$ cat config.mk
export PLATFORM = sky130hd
export DESIGN_NAME = load_store_unit_flat
export DESIGN_NICKNAME = d
export VERILOG_FILES = /design/src/rtl/load_store_unit_if.sv /design/src/rtl/load_store_unit.sv /design/src/flat_wrapper.sv
export SDC_FILE = /design/constraint.sdc
export NUM_CORES = 1
export LEC_CHECK = 0
export ABC_AREA = 0
export BUFFER_PORTS_ARGS = -buffer_cell sky130_fd_sc_hd__buf_4
export CELL_PAD_IN_SITES_DETAIL_PLACEMENT = 0
export CELL_PAD_IN_SITES_GLOBAL_PLACEMENT = 2
export CORE_MARGIN = 2
export CORE_UTILIZATION = 29
export CTS_CLUSTER_DIAMETER = 200
export DETAILED_ROUTE_END_ITERATION = 6
export PLACE_DENSITY_LB_ADDON = 0.1
export SETUP_SLACK_MARGIN = 0.02
export SYNTH_ARGS = -nofsm -noshare
export SYNTH_HDL_FRONTEND = slang
export SYNTH_SLANG_ARGS = --single-unit
$ cat constraint.sdc
create_clock -name clk -period 2.95 [get_ports clk]
set_clock_uncertainty 0.15 [all_clocks]
set_input_delay 0.295 -clock clk [delete_from_list [all_inputs] [get_ports clk]]
set_output_delay 0.295 -clock clk [all_outputs]
set_load 0.05 [all_outputs]
$ cat src/rtl/load_store_unit_if.sv
// Core request/response and data_memory bus bundle for load_store_unit.
// The slave modport is the LSU view; master is the core + memory side.
interface load_store_unit_if;
  logic        req_valid;
  logic        req_ready;
  logic        req_we;
  logic [2:0]  req_funct3;
  logic [31:0] req_addr;
  logic [31:0] req_wdata;
  logic        resp_valid;
  logic [31:0] resp_rdata;
  logic        resp_error;
  logic [31:0] mem_addr;
  logic [31:0] mem_write_data;
  logic        mem_memwrite;
  logic        mem_memread;
  logic [31:0] mem_read_data;

  modport slave (
    input  req_valid, req_we, req_funct3, req_addr, req_wdata, mem_read_data,
    output req_ready, resp_valid, resp_rdata, resp_error,
    output mem_addr, mem_write_data, mem_memwrite, mem_memread
  );

  modport master (
    output req_valid, req_we, req_funct3, req_addr, req_wdata, mem_read_data,
    input  req_ready, resp_valid, resp_rdata, resp_error,
    input  mem_addr, mem_write_data, mem_memwrite, mem_memread
  );
endinterface

$ cat src/rtl/load_store_unit.sv
// RV32I load/store initiator for data_memory; sub-word stores use read-modify-write.
// Define LSU_MISALIGN_TRAP_EN to fault misaligned accesses instead of force-aligning them.
//
// state | meaning
// IDLE  | ready for a request
// RD    | read strobe to memory
// RDW   | sample read data; extend (load) or merge (SB/SH)
// WR    | write strobe with full or merged word
// RESP  | one-cycle completion pulse
module load_store_unit (
  input  logic              clk,
  input  logic              rst_n,
  load_store_unit_if.slave  bus
);

  typedef enum logic [2:0] {IDLE, RD, RDW, WR, RESP} state_t;

  state_t      state, state_next;
  logic        we_q;
  logic [2:0]  funct3_q;
  logic [1:0]  lane_q;
  logic        accept;
  logic        fault;
  logic [31:0] rdata_next;
  logic        error_next;

  function automatic logic is_invalid(input logic we, input logic [2:0] f3);
    if (we) return f3[2] | (f3[1:0] == 2'b11);
    else    return (f3[1:0] == 2'b11) | (f3[2:1] == 2'b11);
  endfunction

`ifdef LSU_MISALIGN_TRAP_EN
  function automatic logic is_misaligned(input logic [2:0] f3, input logic [1:0] lane);
    case (f3[1:0])
      2'b01:   return lane[0];
      2'b10:   return lane != 2'b00;
      default: return 1'b0;
    endcase
  endfunction
`endif

  // Halfword lane is addr[1] only, so misaligned offsets fall back to the aligned lane.
  function automatic logic [31:0] load_extend(input logic [31:0] word, input logic [2:0] f3,
                                              input logic [1:0] lane);
    logic [7:0]  b;
    logic [15:0] h;
    case (lane)
      2'b00:   b = word[7:0];
      2'b01:   b = word[15:8];
      2'b10:   b = word[23:16];
      default: b = word[31:24];
    endcase
    h = lane[1] ? word[31:16] : word[15:0];
    case (f3)
      3'b000:  return {{24{b[7]}}, b};
      3'b001:  return {{16{h[15]}}, h};
      3'b100:  return {24'd0, b};
      3'b101:  return {16'd0, h};
      default: return word;
    endcase
  endfunction

  function automatic logic [31:0] store_merge(input logic [31:0] old, input logic [31:0] data,
                                              input logic [2:0] f3, input logic [1:0] lane);
    logic [31:0] r;
    r = old;
    if (f3[1:0] == 2'b00) begin
      case (lane)
        2'b00:   r[7:0]   = data[7:0];
        2'b01:   r[15:8]  = data[7:0];
        2'b10:   r[23:16] = data[7:0];
        default: r[31:24] = data[7:0];
      endcase
    end else if (f3[1:0] == 2'b01) begin
      if (lane[1]) r[31:16] = data[15:0];
      else         r[15:0]  = data[15:0];
    end
    return r;
  endfunction

  assign accept = bus.req_valid & bus.req_ready;

`ifdef LSU_MISALIGN_TRAP_EN
  assign fault      = is_invalid(bus.req_we, bus.req_funct3) |
                      is_misaligned(bus.req_funct3, bus.req_addr[1:0]);
  assign error_next = (state == IDLE) & accept & fault;
`else
  assign fault      = is_invalid(bus.req_we, bus.req_funct3);
  assign error_next = 1'b0;
`endif

  assign rdata_next = (state == RDW && !we_q) ?
                      load_extend(bus.mem_read_data, funct3_q, lane_q) : 32'd0;

  always_comb begin
    state_next = state;
    case (state)
      IDLE: begin
        if (accept) begin
          if (fault)                                     state_next = RESP;
          else if (bus.req_we && bus.req_funct3[1:0] == 2'b10) state_next = WR;
          else                                           state_next = RD;
        end
      end
      RD:      state_next = RDW;
      RDW:     state_next = we_q ? WR : RESP;
      WR:      state_next = RESP;
      RESP:    state_next = IDLE;
      default: state_next = IDLE;
    endcase
  end

  // Outputs are decoded from state_next so every port comes straight from a flop.
  always_ff @(posedge clk) begin
    if (!rst_n) begin
      state              <= IDLE;
      we_q               <= 1'b0;
      funct3_q           <= 3'd0;
      lane_q             <= 2'd0;
      bus.req_ready      <= 1'b1;
      bus.resp_valid     <= 1'b0;
      bus.resp_rdata     <= 32'd0;
      bus.resp_error     <= 1'b0;
      bus.mem_addr       <= 32'd0;
      bus.mem_write_data <= 32'd0;
      bus.mem_memwrite   <= 1'b0;
      bus.mem_memread    <= 1'b0;
    end else begin
      state            <= state_next;
      bus.req_ready    <= (state_next == IDLE);
      bus.mem_memread  <= (state_next == RD);
      bus.mem_memwrite <= (state_next == WR);
      bus.resp_valid   <= (state_next == RESP);
      bus.resp_rdata   <= rdata_next;
      bus.resp_error   <= error_next;
      if (accept) begin
        we_q         <= bus.req_we;
        funct3_q     <= bus.req_funct3;
        lane_q       <= bus.req_addr[1:0];
        bus.mem_addr <= {2'b00, bus.req_addr[31:2]};
        if (bus.req_we) bus.mem_write_data <= bus.req_wdata;
      end else if (state == RDW && we_q) begin
        bus.mem_write_data <= store_merge(bus.mem_read_data, bus.mem_write_data,
                                          funct3_q, lane_q);
      end
    end
  end

endmodule
$ cat src/flat_wrapper.sv
// flat-port wrapper written by rule: the top's interface ports become plain ports
module load_store_unit_flat 
  (clk, rst_n, bus_req_valid, bus_req_we, bus_req_funct3, bus_req_addr, bus_req_wdata, bus_mem_read_data, bus_req_ready, bus_resp_valid, bus_resp_rdata, bus_resp_error, bus_mem_addr, bus_mem_write_data, bus_mem_memwrite, bus_mem_memread);
  load_store_unit_if bus_i ();
  input  logic clk;
  input  logic rst_n;
  input wire logic [$bits(bus_i.req_valid)-1:0] bus_req_valid;
  input wire logic [$bits(bus_i.req_we)-1:0] bus_req_we;
  input wire logic [$bits(bus_i.req_funct3)-1:0] bus_req_funct3;
  input wire logic [$bits(bus_i.req_addr)-1:0] bus_req_addr;
  input wire logic [$bits(bus_i.req_wdata)-1:0] bus_req_wdata;
  input wire logic [$bits(bus_i.mem_read_data)-1:0] bus_mem_read_data;
  output wire logic [$bits(bus_i.req_ready)-1:0] bus_req_ready;
  output wire logic [$bits(bus_i.resp_valid)-1:0] bus_resp_valid;
  output wire logic [$bits(bus_i.resp_rdata)-1:0] bus_resp_rdata;
  output wire logic [$bits(bus_i.resp_error)-1:0] bus_resp_error;
  output wire logic [$bits(bus_i.mem_addr)-1:0] bus_mem_addr;
  output wire logic [$bits(bus_i.mem_write_data)-1:0] bus_mem_write_data;
  output wire logic [$bits(bus_i.mem_memwrite)-1:0] bus_mem_memwrite;
  output wire logic [$bits(bus_i.mem_memread)-1:0] bus_mem_memread;
  assign bus_i.req_valid = bus_req_valid;
  assign bus_i.req_we = bus_req_we;
  assign bus_i.req_funct3 = bus_req_funct3;
  assign bus_i.req_addr = bus_req_addr;
  assign bus_i.req_wdata = bus_req_wdata;
  assign bus_i.mem_read_data = bus_mem_read_data;
  assign bus_req_ready = bus_i.req_ready;
  assign bus_resp_valid = bus_i.resp_valid;
  assign bus_resp_rdata = bus_i.resp_rdata;
  assign bus_resp_error = bus_i.resp_error;
  assign bus_mem_addr = bus_i.mem_addr;
  assign bus_mem_write_data = bus_i.mem_write_data;
  assign bus_mem_memwrite = bus_i.mem_memwrite;
  assign bus_mem_memread = bus_i.mem_memread;
  load_store_unit u_core (.clk(clk), .rst_n(rst_n), .bus(bus_i));
endmodule
==> results.yml, run 1 <==
clock_tree:
  post_cts_buffers: 0
  cts_tree: "yes"
  htreeDepth: 3
  clock_latency_ps: 350
  path_clk_slew_ps: 80
  ctsResizeCount: 0
  cts_buffers: 9
  clockBufferDepth: 2
  clock-sinks: 107
  holdBufCountCts: 0
  root_buffer: "clkbuf_16"
logic_synthesis:
  synthFlopType: "dfxtp_1"
  synth_edf_count: 0
  yosys-top-cells-area: "dfxtp_1 (44%), nand2_1 (9.1%), a21boi_0 (5.5%)"
  yosys.cell_types.count: 53
  yosysTopAreaCell: "dfxtp_1"
  syn-cell-area_mm2: 0.00491
  ys_seq_area_share_pct: 43.7
  ys_seq_elements: 107
  netlist.area_leader.share_pct: 43.7
  syn_inst: 582
  syn_area_per_cell_um2: 8.43
  ys.warnings.count: 0
  ys_async_sr_fraction_pct: 0
setup_path:
  cp.arrival_ps: 2480
  start_kind: "flip-flop"
  cp.required_ps: 3070
  cp_max_fo: 24
  worstSetupEndpointType: "flip-flop"
  worstSetupPathType: "reg2reg"
detailed_routing:
  ant_nets: 0
  first_pass_iters: 5
  viasPerCell: 5.04
  num_vias: 4909
  totalWireLength_um: 18400
  drc: 0
  drtIter0Drc: 295
  avgRoutedWirePerCell_um: 18.9
timing:
  rsz0062_at_grt: "false"
  period_needed_ps: 2370
  slew-limit-headroom_pct: 44.2
  post-route-period-util_pct: 80.2
  clock.fmax_mhz: 423
  setup_viol: 0
  setup-tns-final_ps: 0
  slew_violations: 0
  worst_pin_slew_ps: 838
  timing_hold_violations_final: 0
grt:
  grt-ovfl-total: 0
  grt_antenna_before_repair: 0
  grt_pass1_vias: 4880
  grt_max_degree: 61
  grt_pass1_wl_um: 28000
  grt_usage_pct: 20.2
finish:
  drive_gt1_share_pct: 32.1
  final_common_cell: "buf_4"
  nets: 852
  syn2layout_area_growth_pct: 39.4
  layout_common_cells: "buf_4 (210), nand2_1 (118), dfxtp_1 (107), a21boi_0 (36), a31oi_1 (30)"
  num_antenna_cells: 0
  fin_area_mm2: 0.00684
floorplan:
  die_w_um: 134
  initial_core_util_pct: 29.6
  core_area_mm2: 0.0166
  die_h_um: 134
  dieArea_mm2: 0.0180
  rows: 47
  pin_count: 204
flow_run:
  drv_cap: 0
pwr:
  p_per_area_mw_per_mm2: 588
  peakVddDrop_uv: 391
  p_leak_nw: 2.97
placed_design:
  dpl_cell_area_mm2: 0.00651
  gp_congestion: 0.854
  portBuffers: 200
  dp.final_hpwl_um: 13600
status:
  status: "finished, final reports clean"
min_path:
  hp-class: "in2reg"
## path summary, 6_finish.rpt
kind	slack [ps]	endpoint	start	depth (start not counted)
min reg2reg	310	u_core.bus.mem_addr[5]$_SDFFE_PN0N_	u_core.bus.mem_addr[5]$_SDFFE_PN0N_	2
min	40	u_core.bus.mem_addr[17]$_SDFFE_PN0N_	bus_req_addr[19]	3
max	580	u_core.bus.resp_rdata[8]$_SDFF_PN0_	u_core.lane_q[1]$_SDFFE_PN0N_	4
max reg2reg	580	u_core.bus.resp_rdata[8]$_SDFF_PN0_	u_core.lane_q[1]$_SDFFE_PN0N_	4
## critical path, stage by stage (launching register included)
cell and delay [ps]:
dfxtp_1 340, nor2b_2 530, a22oi_1 190, or3_1 710, a221oi_2 350
## cell usage after synthesis, drive strengths merged, types with 2 or more instances
master and number:
o221ai 8, a21boi 36, nand2 119, a21o 2, nor2 18, o221a 5
o21bai 2, or2 2, a221oi 2, a31oi 31, nor3 16, o22ai 8
clkbuf 28, o211ai 8, nor3b 8, a22oi 7, nand3 9, dfxtp 107
mux2i 10, and2 3, o41ai 8, a211oi 9, mux2 3, a21oi 20
or3 2, nor2b 15, o21ai 27, and3 11, buf 28, o211a 8
inv 4, a22o 6, nand2b 3
## per-layer routing
layer	track usage [%]	routed length, um	up-vias
li1	-	-	2420
met1	26.9	8280	2297
met2	32.3	8430	171
met3	5.78	1330	21
met4	5.38	331	0
met5	0	0	-
## cell families (layout without fill, tap and decap cells)
kind of cell           Yosys count  in the layout  share of synthesized area, %
AND/OR/NAND/NOR                211            211                          20.1
AO/OA/AOI/OAI                  190            190                          27.8
flip-flops                     107            107                          43.7
buffers and inverters           60            230                          5.59
multiplexers                    13             13                          2.73
other                            1              3                        0.0764
## per-stage QoR
step / util (%) / hold slack (ps) / cells / setup WS, ps / power (mW)
detailed placement: 39.3 / 309 / 958 / 658 / 2.72
global route: 41.2 / 36.2 / 974 / 452 / 4.21
floorplan: - / 285 / 584 / 1020 / 2.33
global placement: 39.3 / 302 / 958 / 798 / 2.71
finish: 41.2 / 42.9 / 974 / 585 / 4.02
CTS: 41.2 / 26.0 / 974 / 649 / 4.08
## final cells by class
class / instances / area [um2]
clock inverters: 6 / 87.6
well taps: 220 / 275
inverters: 4 / 15.0
repair buffers: 210 / 1580
clock buffers: 10 / 239
fillers: 1723 / 9750
multi-input cells: 417 / 2500
flip-flops and latches: 107 / 2140
## power breakdown
group | internal, mW | total [mW] | switching, mW
sequential | 1.54 | 1.61 | 0.0742
combinational | 0.359 | 1.07 | 0.713
clock | 0.770 | 1.34 | 0.571
## sequential cells by signal, indices dropped and copies added (netlist names)
signal and count:
u_core.bus.mem_write_data 32, u_core.bus.resp_rdata 32, u_core.bus.mem_addr 30, u_core.funct3_q 3, u_core.state 3, u_core.lane_q 2, u_core.bus.mem_memread 1, u_core.bus.mem_memwrite 1
u_core.bus.req_ready 1, u_core.bus.resp_valid 1, u_core.we_q 1
Power figures use the tool's default switching activity.
==> run 2: changes to the inputs <==
--- a/config.mk
+++ b/config.mk
@@ -5,12 +5,12 @@
 export SDC_FILE = /design/constraint.sdc
 export NUM_CORES = 1
 export LEC_CHECK = 0
-export ABC_AREA = 0
+export ABC_AREA = 1
 export BUFFER_PORTS_ARGS = -buffer_cell sky130_fd_sc_hd__buf_4
 export CELL_PAD_IN_SITES_DETAIL_PLACEMENT = 0
 export CELL_PAD_IN_SITES_GLOBAL_PLACEMENT = 2
 export CORE_MARGIN = 2
-export CORE_UTILIZATION = 29
+export CORE_UTILIZATION = 25
 export CTS_CLUSTER_DIAMETER = 200
 export DETAILED_ROUTE_END_ITERATION = 6
 export PLACE_DENSITY_LB_ADDON = 0.1
==> constraint.sdc (replaced) <==
create_clock -name clk -period 2.4 [get_ports clk]
set_clock_uncertainty 0.15 [all_clocks]
set_input_delay 0.24 -clock clk [delete_from_list [all_inputs] [get_ports clk]]
set_output_delay 0.24 -clock clk [all_outputs]
set_load 0.05 [all_outputs]
==> results.yml, run 2 <==
timing:
  rsz0062_at_grt: "false"
  timing_hold_violations_final: 0
  post-route-period-util_pct: 84.6
  setup_slack_ps: 370
  hold_ws_ps: 5.68
  worst_pin_slew_ps: 599
  period_needed_ps: 2030
  setup_viol: 0
  slew_violations: 0
  setup-tns-final_ps: 0
  slew-limit-headroom_pct: 60.0
  clock.fmax_mhz: 493
logic_synthesis:
  synth.top_cells.by_count: "nand2_1 (261), nor2_1 (154), dfxtp_1 (107)"
  yosysTopAreaCell: "dfxtp_1"
  ys_seq_area_share_pct: 39.4
  ys.warnings.count: 0
  synth_simple_gate_area_share_pct: 38.0
  ys_async_sr_fraction_pct: 0
  ys_seq_elements: 107
  netlist.area_leader.share_pct: 39.4
  synth_top_family_by_area: "simple AND/OR/NAND/NOR gates"
  syn_inst: 887
  yosys.area_share.xor_xnor_pct: 0
  synth_mux_area_share_pct: 0
  yosys.cell_types.count: 26
  synthFlopType: "dfxtp_1"
  synth_compound_area_share_pct: 10.3
  synth_edf_count: 0
  synth.most_common_cell: "nand2_1"
  syn_area_per_cell_um2: 6.13
  syn-cell-area_mm2: 0.00544
  synth-adder-area-share_pct: 0
  yosys-top-cells-area: "dfxtp_1 (39%), nand2_1 (18%), nor2_1 (11%)"
finish:
  top_regs: "u_core.bus.mem_write_data x32, u_core.bus.resp_rdata x32, u_core.bus.mem_addr x30"
  drive_gt1_share_pct: 22.4
  syn2layout_area_growth_pct: 43.0
  finalNonFillerCells: 1378
  num_antenna_cells: 0
  nets: 1201
  layout_common_cells: "nand2_1 (260), buf_4 (217), nor2_1 (154), dfxtp_1 (107), inv_1 (106)"
  final_common_cell: "nand2_1"
setup_path:
  start_kind: "flip-flop"
  r2r_setup_slack_ps: 370
  cp.arrival_ps: 2120
  cp_max_fo: 16
  worstSetupEndpointType: "flip-flop"
  cp.required_ps: 2500
  worstSetupPathType: "reg2reg"
clock_tree:
  cts_buffers: 9
  htreeDepth: 3
  path_clk_slew_ps: 80
  clockBufferDepth: 2
  cts_tree: "yes"
  clock_latency_ps: 360
  ctsResizeCount: 0
  root_buffer: "clkbuf_16"
  clock-sinks: 107
floorplan:
  dieArea_mm2: 0.0229
  die_h_um: 151
  pin_count: 204
  initial_core_util_pct: 25.7
  die_w_um: 151
  rows: 53
  core_area_mm2: 0.0212
placed_design:
  preCtsSetupSlack_ps: 356
  dp.final_hpwl_um: 15300
  dpl.cell_count: 1330
  gp_congestion: 0.795
  portBuffers: 200
detailed_routing:
  avgRoutedWirePerCell_um: 15.0
  first_pass_iters: 4
  drtIter0Drc: 283
  totalWireLength_um: 20600
  ant_nets: 0
  viasPerCell: 4.28
  num_vias: 5903
  drc: 0
min_path:
  hp-class: "in2reg"
grt:
  grt_max_degree: 43
  grt_pass1_wl_um: 31500
  grt_pass1_vias: 5659
  grt-ovfl-total: 0
  grt_usage_pct: 18.0
  grt_antenna_before_repair: 0
flow_run:
  drv_cap: 0
pwr:
  p_per_area_mw_per_mm2: 685
  peakVddDrop_uv: 343
  p_leak_nw: 4.12
status:
  status: "finished, final reports clean"
-- run 2: changes by cell type after synthesis, moves of 11 or more --
cell,delta
nor3_1,-14
a21boi_0,-36
and3_1,-11
a21oi_1,+21
inv_1,+102
nor2b_1,-14
nor2_1,+137
nand2_1,+142
o21ai_0,+33
a31oi_1,-29
nand3_1,+76
-- run 2: layer usage --
layer  vias to the layer above  GRT usage, %  wire length [um]
li1                       3134             -                 -
met1                      2608          23.1              9180
met2                       145          30.8              9960
met3                        16          3.80              1220
met4                         0          4.25               272
met5                         -             0                 0
-- run 2: repair_timing --
item | 4_1_cts | 5_1_grt
setup buffers | 0 | 0
hold buffers | 32 | 0
hold endpoints to repair | 32 | 0
-- run 2: final timing paths --
| check | startpoint | to | depth (start not counted) |
|---|---|---|---|
| min | bus_mem_read_data[0] | u_core.bus.resp_rdata[0]$_SDFF_PN0_ | 3 |
| max | u_core.funct3_q[0]$_SDFFE_PN0N_ | u_core.bus.mem_write_data[22]$_SDFFE_PN0P_ | 7 |
| max reg2reg | u_core.funct3_q[0]$_SDFFE_PN0N_ | u_core.bus.mem_write_data[22]$_SDFFE_PN0P_ | 7 |
| min reg2reg | u_core.bus.mem_addr[10]$_SDFFE_PN0N_ | u_core.bus.mem_addr[10]$_SDFFE_PN0N_ | 2 |
-- run 2: cell type report --
cell class,count,area (um2)
Multi-Input combinational cell,622,2640
Clock inverter,6,46.3
Clock buffer,10,239
Inverter,109,409
Timing Repair Buffer,249,1950
Tap cell,275,344
Sequential cell,107,2140
Fill cell,2404,13400
-- run 2: critical path: stages (launching register included) --
cell     delay [ps]
dfxtp_1         460
inv_2            90
nor2_4          320
nand2_1         440
nand2_1         160
nand3_1          80
nand3_1         130
a21oi_1          80
-- run 2: power breakdown --
part           total, mW  leakage (nW)  switching (mW)  internal [mW]
Combinational       1.77          3.10            1.18          0.594
Sequential          2.07         0.878           0.149           1.92
Clock               1.48         0.141           0.738          0.746
Total               5.32          4.12            2.07           3.26
-- run 2: stage by stage --
step                      instance area (um2)  power, mW  util, %
final                                    7770       5.32     36.7
after global routing                     7770       5.64     36.7
after CTS                                7770       5.42     36.7
after detailed placement                 7170       3.86     33.9
after global placement                   7170       3.87     33.9
after floorplan                          5440       3.24        -
-- run 2: kinds of logic after synthesis --
logic type,Yosys count
compound gates,108
simple gates,511
buf+inv,160
other cells,1
flops,107
